### src/rtl/image_mem_arbiter.sv
// ---------------------------------------------------------------------------
// image_mem_arbiter
//
// Shares the single-port image RAM between the down-sample core (MAR/MDR
// path) and the host loader/dumper. Each request gets one byte-wide access
// through a three-state sequence: IDLE (arbitrate) -> ACCESS (drive the RAM)
// -> ACK (return the completion pulse and read data). When both sides are
// requesting, the side that did not own the last access wins. A steady stream
// from either side therefore cannot lock out the other.
//
// Ports
//   clock, reset                      clock and synchronous active-high reset
//   cpu_req/we/addr/wdata  -> inputs   core request and its fields
//   cpu_ack, cpu_rdata     <- outputs  core completion pulse and read data
//   host_req/we/addr/wdata -> inputs   host request and its fields
//   host_ack, host_rdata   <- outputs  host completion pulse and read data
//   ram_en/we/addr/wdata   <- outputs  RAM control, address and write data
//   ram_rdata              -> input    RAM read data, valid the cycle after ram_en
//   busy                   <- output   high whenever the arbiter is not in IDLE
// ---------------------------------------------------------------------------
module image_mem_arbiter #(
    parameter int ADDR_W = 16,
    parameter int DATA_W = 8
) (
    input  logic              clock,
    input  logic              reset,
    input  logic              cpu_req,
    input  logic              cpu_we,
    input  logic [ADDR_W-1:0] cpu_addr,
    input  logic [DATA_W-1:0] cpu_wdata,
    output logic              cpu_ack,
    output logic [DATA_W-1:0] cpu_rdata,
    input  logic              host_req,
    input  logic              host_we,
    input  logic [ADDR_W-1:0] host_addr,
    input  logic [DATA_W-1:0] host_wdata,
    output logic              host_ack,
    output logic [DATA_W-1:0] host_rdata,
    output logic              ram_en,
    output logic              ram_we,
    output logic [ADDR_W-1:0] ram_addr,
    output logic [DATA_W-1:0] ram_wdata,
    input  logic [DATA_W-1:0] ram_rdata,
    output logic              busy
);

    typedef enum logic [1:0] {S_IDLE, S_ACCESS, S_ACK} state_t;
    typedef enum logic {OWN_CPU, OWN_HOST} owner_t;

    state_t              state_q, state_d;
    owner_t              owner_q, owner_d;
    owner_t              last_owner_q, last_owner_d;
    logic                we_q, we_d;
    logic [ADDR_W-1:0]   addr_q, addr_d;
    logic [DATA_W-1:0]   wdata_q, wdata_d;
    logic [DATA_W-1:0]   cpu_rdata_q, cpu_rdata_d;
    logic [DATA_W-1:0]   host_rdata_q, host_rdata_d;
    logic                grant_cpu;

    // The core wins when it is alone, or when both ask and the host had the
    // previous access.
    assign grant_cpu = cpu_req && (!host_req || (last_owner_q == OWN_HOST));

    always_ff @(posedge clock) begin
        if (reset) begin
            state_q      <= S_IDLE;
            owner_q      <= OWN_CPU;
            last_owner_q <= OWN_HOST;
            we_q         <= 1'b0;
            addr_q       <= '0;
            wdata_q      <= '0;
            cpu_rdata_q  <= '0;
            host_rdata_q <= '0;
        end else begin
            state_q      <= state_d;
            owner_q      <= owner_d;
            last_owner_q <= last_owner_d;
            we_q         <= we_d;
            addr_q       <= addr_d;
            wdata_q      <= wdata_d;
            cpu_rdata_q  <= cpu_rdata_d;
            host_rdata_q <= host_rdata_d;
        end
    end

    always_comb begin
        state_d      = state_q;
        owner_d      = owner_q;
        last_owner_d = last_owner_q;
        we_d         = we_q;
        addr_d       = addr_q;
        wdata_d      = wdata_q;
        cpu_rdata_d  = cpu_rdata_q;
        host_rdata_d = host_rdata_q;

        unique case (state_q)
            S_IDLE: begin
                // Request fields are captured only here; later changes on the
                // request inputs cannot disturb the access in flight.
                if (cpu_req || host_req) begin
                    state_d = S_ACCESS;
                    if (grant_cpu) begin
                        owner_d = OWN_CPU;
                        we_d    = cpu_we;
                        addr_d  = cpu_addr;
                        wdata_d = cpu_wdata;
                    end else begin
                        owner_d = OWN_HOST;
                        we_d    = host_we;
                        addr_d  = host_addr;
                        wdata_d = host_wdata;
                    end
                end
            end
            S_ACCESS: begin
                state_d      = S_ACK;
                last_owner_d = owner_q;
            end
            S_ACK: begin
                state_d = S_IDLE;
                // Keep the read byte so the owner's rdata holds until its next ack.
                if (!we_q) begin
                    if (owner_q == OWN_CPU) begin
                        cpu_rdata_d = ram_rdata;
                    end else begin
                        host_rdata_d = ram_rdata;
                    end
                end
            end
            default: state_d = S_IDLE;
        endcase
    end

    // Reset gates the enable directly. A write caught in ACCESS at a reset
    // edge therefore never reaches the array.
    assign ram_en    = (state_q == S_ACCESS) && !reset;
    assign ram_we    = ram_en && we_q;
    assign ram_addr  = addr_q;
    assign ram_wdata = wdata_q;

    assign cpu_ack   = (state_q == S_ACK) && (owner_q == OWN_CPU);
    assign host_ack  = (state_q == S_ACK) && (owner_q == OWN_HOST);
    assign busy      = (state_q != S_IDLE);

    // During ACK the RAM's registered output is the fresh byte. Afterwards,
    // the captured copy is shown.
    assign cpu_rdata  = (cpu_ack && !we_q)  ? ram_rdata : cpu_rdata_q;
    assign host_rdata = (host_ack && !we_q) ? ram_rdata : host_rdata_q;

endmodule

### config.mk
export PLATFORM = sky130hd
export DESIGN_NAME = image_mem_arbiter
export DESIGN_NICKNAME = d
export VERILOG_FILES = /design/src/rtl/image_mem_arbiter.sv
export SDC_FILE = /design/constraint.sdc
export NUM_CORES = 1
export LEC_CHECK = 0
export CORE_AREA = 8 8 83 85
export CTS_BUF_LIST = sky130_fd_sc_hd__clkbuf_16
export CTS_CLUSTER_SIZE = 14
export DETAILED_ROUTE_END_ITERATION = 10
export DIE_AREA = 0 0 91 93
export GPL_TIMING_DRIVEN = 0
export PLACE_DENSITY_LB_ADDON = 0.3
export REMOVE_ABC_BUFFERS = 1
export SLEW_MARGIN = 20
export SYNTH_ARGS = -nofsm -noshare
export SYNTH_HDL_FRONTEND = slang
export SYNTH_SLANG_ARGS = --single-unit
### constraint.sdc
create_clock -name clock -period 2.12 [get_ports clock]
set_input_delay 0.636 -clock clock [delete_from_list [all_inputs] [get_ports clock]]
set_output_delay 0.636 -clock clock [all_outputs]
set_load 0.02 [all_outputs]
==> results by group, run 1 <==
Status
  • Outcome: complete, but fails checks
  • Failing checks: setup timing

Yosys
  • Async set-reset flop share out of synthesis: 0%
  • Yosys top cell by area: dfxtp_1
  • Synth Register Bits: 45
  • Synth cell types: 22
  • Post-Syn Instances: 221
  • Number of enable flip-flop cells after synthesis: 0
  • Syn avg cell area: 9.21 µm²
  • Synthesized area: 2040 µm²
  • Post-synthesis sequential area ratio: 44.3%
  • Top cell type's share of synthesized area: 44.3%
  • Yosys warns: 0
  • Most used DFF post-synth: dfxtp_1
  • Synth area leaders: dfxtp_1 (44%), a311oi_1 (11%), mux2_2 (8.9%), a21oi_1 (6.4%), nand3_1 (6.1%)

Pwr
  • VDD IR max: 298 µV
  • Fraction of power consumed by combinational cells: 27.9%
  • Internal power: 1670 µW
  • PwrDens: 672 nW/µm²
  • Pleak: 0.00135 µW
  • Clock power share: 30.8%
  • Design Power: 2320 µW
  • NetSw: 655 µW
  • Sw Share: 28.2%
  • Reg power frac: 41.3%

Final layout
  • Post-route cell area: 3460 µm²
  • ANT cells: 0
  • Register area: 913 µm²
  • Layout Nets: 387
  • Non-Filler Instances: 400
  • Synthesis-to-finish area growth: 69.8%
  • Area of the multi-input gates: 1110 µm²
  • Share of layout cells above drive strength 1: 20.3%
  • # fillers: 526

STA
  • Fmax: 442 MHz
  • Crit share post-route: 107%
  • # setup viols final: 16
  • Worst-Margin Slew: 0.691 ns
  • Setup_tns: -1.58 ns
  • Hold Violations, Final: 0
  • RSZ-0062 raised after global routing: true
  • Slew HR: 53.9%
  • Worst Hold Slack: 0.516 ns
  • Crit path time final: 2.26 ns
  • Slew Limit Fails: 0
  • Worst setup margin: -0.142 ns
  • Setup Skew: 0.00452 ns

Routing
  • Detailed Route Iter0 Violations: 64
  • Routed vias/inst: 5.31
  • DRC viols: 0
  • Drt pass-1 iters: 4
  • Post-route ant nets: 0
  • Drt wl/cell: 18.3 µm
  • Detailed Route WL: 7310 µm
  • Via Count: 2125

Worst setup path
  • Critical path type: reg2out
  • Crit Path Max Fanout: 7
  • Required time worst endpoint: 1.48 ns
  • Worst setup EP type: output pin
  • Crit path DAT: 1.63 ns
  • Crit start category: flip-flop

CTS
  • Cts hold-fix bufs: 0
  • Sink Count: 45
  • Clk buf depth: 2
  • CTS Buf Count: 5
  • Clk slew on worst S/H paths: 0.06 ns
  • CTS tree: built
  • H-tree lvl count: 2
  • Worst skew pair latency: 0.28 ns
  • Clk root buf: clkbuf_16

Place
  • Global placement routability congestion: 0.663
  • Post-DP HPWL: 4550 µm
  • Cell Area, Placed: 3120 µm²
  • Placed cell count: 380
  • Port Buffers: 106

Global route
  • Initial antenna violation count: 0
  • Vias in the first global route: 2183
  • Grt ovf: 0
  • Pin count of the biggest net entering global routing: 31
  • First-pass GRT wire length: 11300 µm
  • GRT Util Overall: 16.3%

Floorplan
  • Die width: 91 µm
  • Core Area: 5680 µm²
  • Rows: 28
  • Starting density of the core: 35.9%
  • Io pins: 107
  • Die area: 8460 µm²
  • Chip height: 93 µm

Worst hold path
  • Tightest Hold Check Type: reg2reg

Run
  • Max Cap Viol: 0
timing repair:
action | 4_1_cts | 5_1_grt
gates cloned | 2 | 1
buffers inserted | 9 | 1
setup endpoints to repair | 47 | 43
pin swaps | 3 | 3
gates resized for setup | 127 | 14
Yosys cell counts (all sizes together), types with 2 or more instances:
master and count:
nor2 5, o21ai 25, clkbuf 13, a311oi 26, dfxtp 45, inv 2, nor2b 8, mux2 16
buf 10, and2b 9, nand3 25, a21oi 26, nand2b 3
worst max-delay path: stages, from the launching register on:
cell	delay (ns)
dfxtp_4	0.35
and4bb_4	0.43
buf_6	0.13
mux2_4	0.31
buf_6	0.13
metrics by stage:
step	worst slack [ns]	utilization (%)
floorplan	-0.0531	-
global placement	-1.67	54.5
detailed placement	-1.20	55.0
CTS	-0.133	60.1
global route	-0.183	60.9
finish	-0.142	60.9
layer usage:
layer	GRT usage (%)	part of all wire [%]
met3	7.93	11
met5	0	0
met1	18.7	42
met2	26.7	47
met4	3.96	0.66
flip-flops by register name, indices dropped and copies added (netlist names):
| name | count |
|---|---|
| cpu_rdata_q | 8 |
| host_rdata_q | 8 |
| last_owner_q | 1 |
| owner_q | 1 |
| ram_addr | 16 |
| ram_wdata | 8 |
| state_q | 2 |
| we_q | 1 |
layout make-up:
type,instances,area share (%)
clock buffer,5,3.62
clock inverter,2,0.217
inverter,2,0.326
multi-input combinational,153,32.2
sequential,45,26.4
tap,75,2.71
timing repair buffer,117,34.2
timing repair inverter,1,0.217
worst paths after layout:
check,start,endpoint,slack [ns],depth (start not counted)
hold / removal,last_owner_q,last_owner_q,0.52,2
hold reg to reg,last_owner_q,last_owner_q,0.52,2
setup / recovery,we_q,host_rdata[5],-0.14,4
setup reg to reg,we_q,host_rdata_q[5],0.43,6
logic make-up (layout without fill, tap and decap cells):
logic type	Yosys count	in the layout	synth area share, %
buf+inv	25	127	5.22
simple gates	57	59	17.5
compound gates	77	77	23.7
mux	17	17	9.34
flops	45	45	44.3
power groups by stage:
stage / registers [µW] / clock network, µW / logic [µW]
floorplan: 1040 / 0 / 203
global placement: 971 / 0 / 595
detailed placement: 976 / 0 / 604
CTS: 958 / 728 / 635
global route: 967 / 770 / 695
finish: 959 / 716 / 648
cells in the final DEF (no fill, tap or decap), types with 7 or more instances in the layout:
cell and count:
clkdlybuf4s50_1 83, dfxtp_1 41, a21oi_1 26, a311oi_1 26, o21ai_0 25, nand3_1 25, buf_6 18, mux2_4 13
nor2b_1 8, and2b_1 8, buf_4 7
(Power assumes the default switching activity.)
==> inputs of run 2 (changes only) <==
--- a/config.mk
+++ b/config.mk
@@ -6,7 +6,6 @@
 export NUM_CORES = 1
 export LEC_CHECK = 0
 export CORE_AREA = 8 8 83 85
-export CTS_BUF_LIST = sky130_fd_sc_hd__clkbuf_16
 export CTS_CLUSTER_SIZE = 14
 export DETAILED_ROUTE_END_ITERATION = 10
 export DIE_AREA = 0 0 91 93
==> run 2 against run 1 <==
The flow still finishes with violations (setup timing). Wire length is 2.6% lower. Register-to-register slack about the same. Worst setup slack lost 0.023 ns. Critical path type unchanged. Non-clock buffer count is 2 higher. Sequential cell count unchanged.
==> results by group, run 2 (synthesized netlist as in run 1, its figures left out) <==
CTS
  • Clk buf depth: 2 (unchanged)
  • Worst skew pair latency: 0.29 ns (about the same)
  • H-tree lvl count: 2 (unchanged)
  • CTS tree: built
  • Sink Count: 45 (unchanged)
  • Clk root buf: clkbuf_8
  • CTS Buf Count: 5 (unchanged)
  • Clk slew on worst S/H paths: 0.08 ns (+0.02 ns)

Floorplan
  • Die width: 91 µm (unchanged)
  • Starting density of the core: 35.9% (unchanged)
  • Core Area: 5680 µm² (unchanged)
  • Die area: 8460 µm² (unchanged)
  • Rows: 28 (unchanged)
  • Io pins: 107 (unchanged)
  • Chip height: 93 µm (unchanged)

Worst setup path
  • Crit path DAT: 1.65 ns (+0.02 ns)
  • Slowest stage cell, crit path: and4bb_4
  • CP peak stage delay: 0.43 ns (about the same)
  • Crit Path Max Fanout: 7 (unchanged)
  • Crit start category: flip-flop
  • Required time worst endpoint: 1.48 ns (about the same)
  • Worst setup EP type: output pin
  • CP Cell Sequence: and4bb_4, buf_6, mux2_4, buf_6
  • Cell seen most often among critical-path stages: buf_6
  • Critical path type: reg2out

Pwr
  • Sw Share: 29.2% (+1.0 points)
  • Internal power: 1510 µW (-9.7%)
  • NetSw: 622 µW (-5.1%)
  • PwrDens: 622 nW/µm² (-7.5%)
  • Reg power frac: 45.0% (+3.7 points)
  • Clock power share: 24.8% (-6.0 points)
  • Fraction of power consumed by combinational cells: 30.2% (+2.3 points)
  • Pleak: 0.00134 µW (-1.1%)
  • Design Power: 2130 µW (-8.4%)
  • VDD IR max: 265 µV (-11%)

Final layout
  • Most frequent cells in the layout: clkdlybuf4s50_1 (83), dfxtp_1 (41), a21oi_1 (26), a311oi_1 (26)
  • ANT cells: 0 (unchanged)
  • Largest register FFs: 16 (unchanged)
  • # fillers: 527 (+0.19%)
  • Synthesis-to-finish area growth: 68.1%
  • Layout Nets: 388 (+0.26%)
  • Most common cell after layout, fill and taps aside: clkdlybuf4s50_1
  • Share of layout cells above drive strength 1: 20.9% (+0.55 points)

STA
  • Crit path time final: 2.29 ns (+0.0231 ns)
  • Worst setup margin: -0.165 ns (-0.0231 ns)
  • Slew HR: 54.7% (+0.86 points)
  • Fmax: 438 MHz (-1.0%)
  • Worst Hold Slack: 0.518 ns (+0.00288 ns)
  • Slew Limit Fails: 0 (unchanged)
  • RSZ-0062 raised after global routing: true
  • Setup Skew: 0.00435 ns (-0.000169 ns)
  • # setup viols final: 16 (unchanged)
  • Crit share post-route: 108% (+1.1 points)
  • Worst-Margin Slew: 0.678 ns (-0.0128 ns)
  • Hold Violations, Final: 0 (unchanged)

Routing
  • Post-route ant nets: 0 (unchanged)
  • Detailed Route Iter0 Violations: 63 (-1.6%)
  • Detailed Route WL: 7120 µm (-2.6%)
  • Via Count: 2088 (-1.7%)
  • DRC viols: 0 (unchanged)
  • Routed vias/inst: 5.21 (-2.0%)
  • Drt pass-1 iters: 4 (unchanged)
  • Drt wl/cell: 17.8 µm (-2.8%)

Place
  • Global placement routability congestion: 0.663 (unchanged)
  • Port Buffers: 106 (unchanged)
  • Post-DP HPWL: 4550 µm (unchanged)

Global route
  • Vias in the first global route: 2173 (-0.46%)
  • Pin count of the biggest net entering global routing: 30 (-3.2%)
  • GRT Util Overall: 16.0% (-0.34 points)
  • Grt ovf: 0 (unchanged)
  • First-pass GRT wire length: 11100 µm (-1.8%)
  • Initial antenna violation count: 0 (unchanged)

Run
  • Max Cap Viol: 0 (unchanged)

Status
  • Failing checks: setup timing
  • Outcome: complete, but fails checks

Worst hold path
  • Tightest Hold Check Type: reg2reg
[run 2: cell count changes in the layout (fill, tap and decap cells not counted), sizes merged]
| cell | change |
|---|---|
| clkbuf | +2 |
| nor2 | -1 |
| buf | +2 |
| inv | -1 |
| clkinv | -1 |
[run 2: path summary, 6_finish.rpt]
path         slack, ns  cells after the start               to        start
min reg2reg       0.52                      2      ram_addr[8]  ram_addr[8]
min               0.52                      2      ram_addr[8]  ram_addr[8]
max              -0.17                      4    host_rdata[5]         we_q
max reg2reg       0.42                      6  host_rdata_q[5]         we_q
[run 2: cell type report]
class | count | area (µm²) | share of cell area [%]
repair buffers | 119 | 1200 | 35.1
multi-input cells | 152 | 1110 | 32.4
flip-flops and latches | 45 | 913 | 26.7
well taps | 75 | 93.8 | 2.74
clock buffers | 7 | 86.3 | 2.52
inverters | 2 | 11.3 | 0.329
repair inverters | 1 | 7.51 | 0.219
[run 2: critical path: cells and delay by family (launching register included)]
kind	cells	cell delay, ns
buf+inv	2	0.26
flops	1	0.36
mux	1	0.30
simple gates	1	0.43
[run 2: per-stage QoR]
stage	TNS (ns)	worst slack [ns]	instance area [µm²]	utilization [%]	cells
floorplan	-1.22	-0.0531	1940	-	198
detailed placement	-38.43	-1.20	3120	55.0	380
global placement	-48.20	-1.67	3090	54.5	379
CTS	-1.89	-0.160	3390	59.8	397
global route	-2.80	-0.220	3420	60.3	401
finish	-1.84	-0.165	3420	60.3	401
[run 2: timing repair]
item | CTS | global route
pin swaps | 3 | 2
buffers inserted | 9 | 3
gates cloned | 1 | 1
hold buffers | 0 | 0
gates resized for setup | 137 | 5
setup endpoints to repair | 47 | 42
[run 2: metal layers]
layer | track usage [%] | wire length [µm]
met1 | 18.1 | 2960
met3 | 8.25 | 754
met5 | 0 | 0
met2 | 26.2 | 3380
met4 | 3.55 | 25
[run 2: power groups by stage]
stage	Sequential (µW)	Clock, µW	Combinational [µW]
final	957	527	642
after global routing	966	584	690
after CTS	956	549	641
after detailed placement	976	0	604
after global placement	971	0	595
after floorplan	1040	0	203
==> inputs of run 3 (changes only) <==
--- a/config.mk
+++ b/config.mk
@@ -9,6 +9,7 @@
 export CTS_CLUSTER_SIZE = 14
 export DETAILED_ROUTE_END_ITERATION = 10
 export DIE_AREA = 0 0 91 93
+export GPL_ROUTABILITY_DRIVEN = 0
 export GPL_TIMING_DRIVEN = 0
 export PLACE_DENSITY_LB_ADDON = 0.3
 export REMOVE_ABC_BUFFERS = 1
==> results of run 3 <==
Final layout, timing and power as in run 2 (identical DEF).
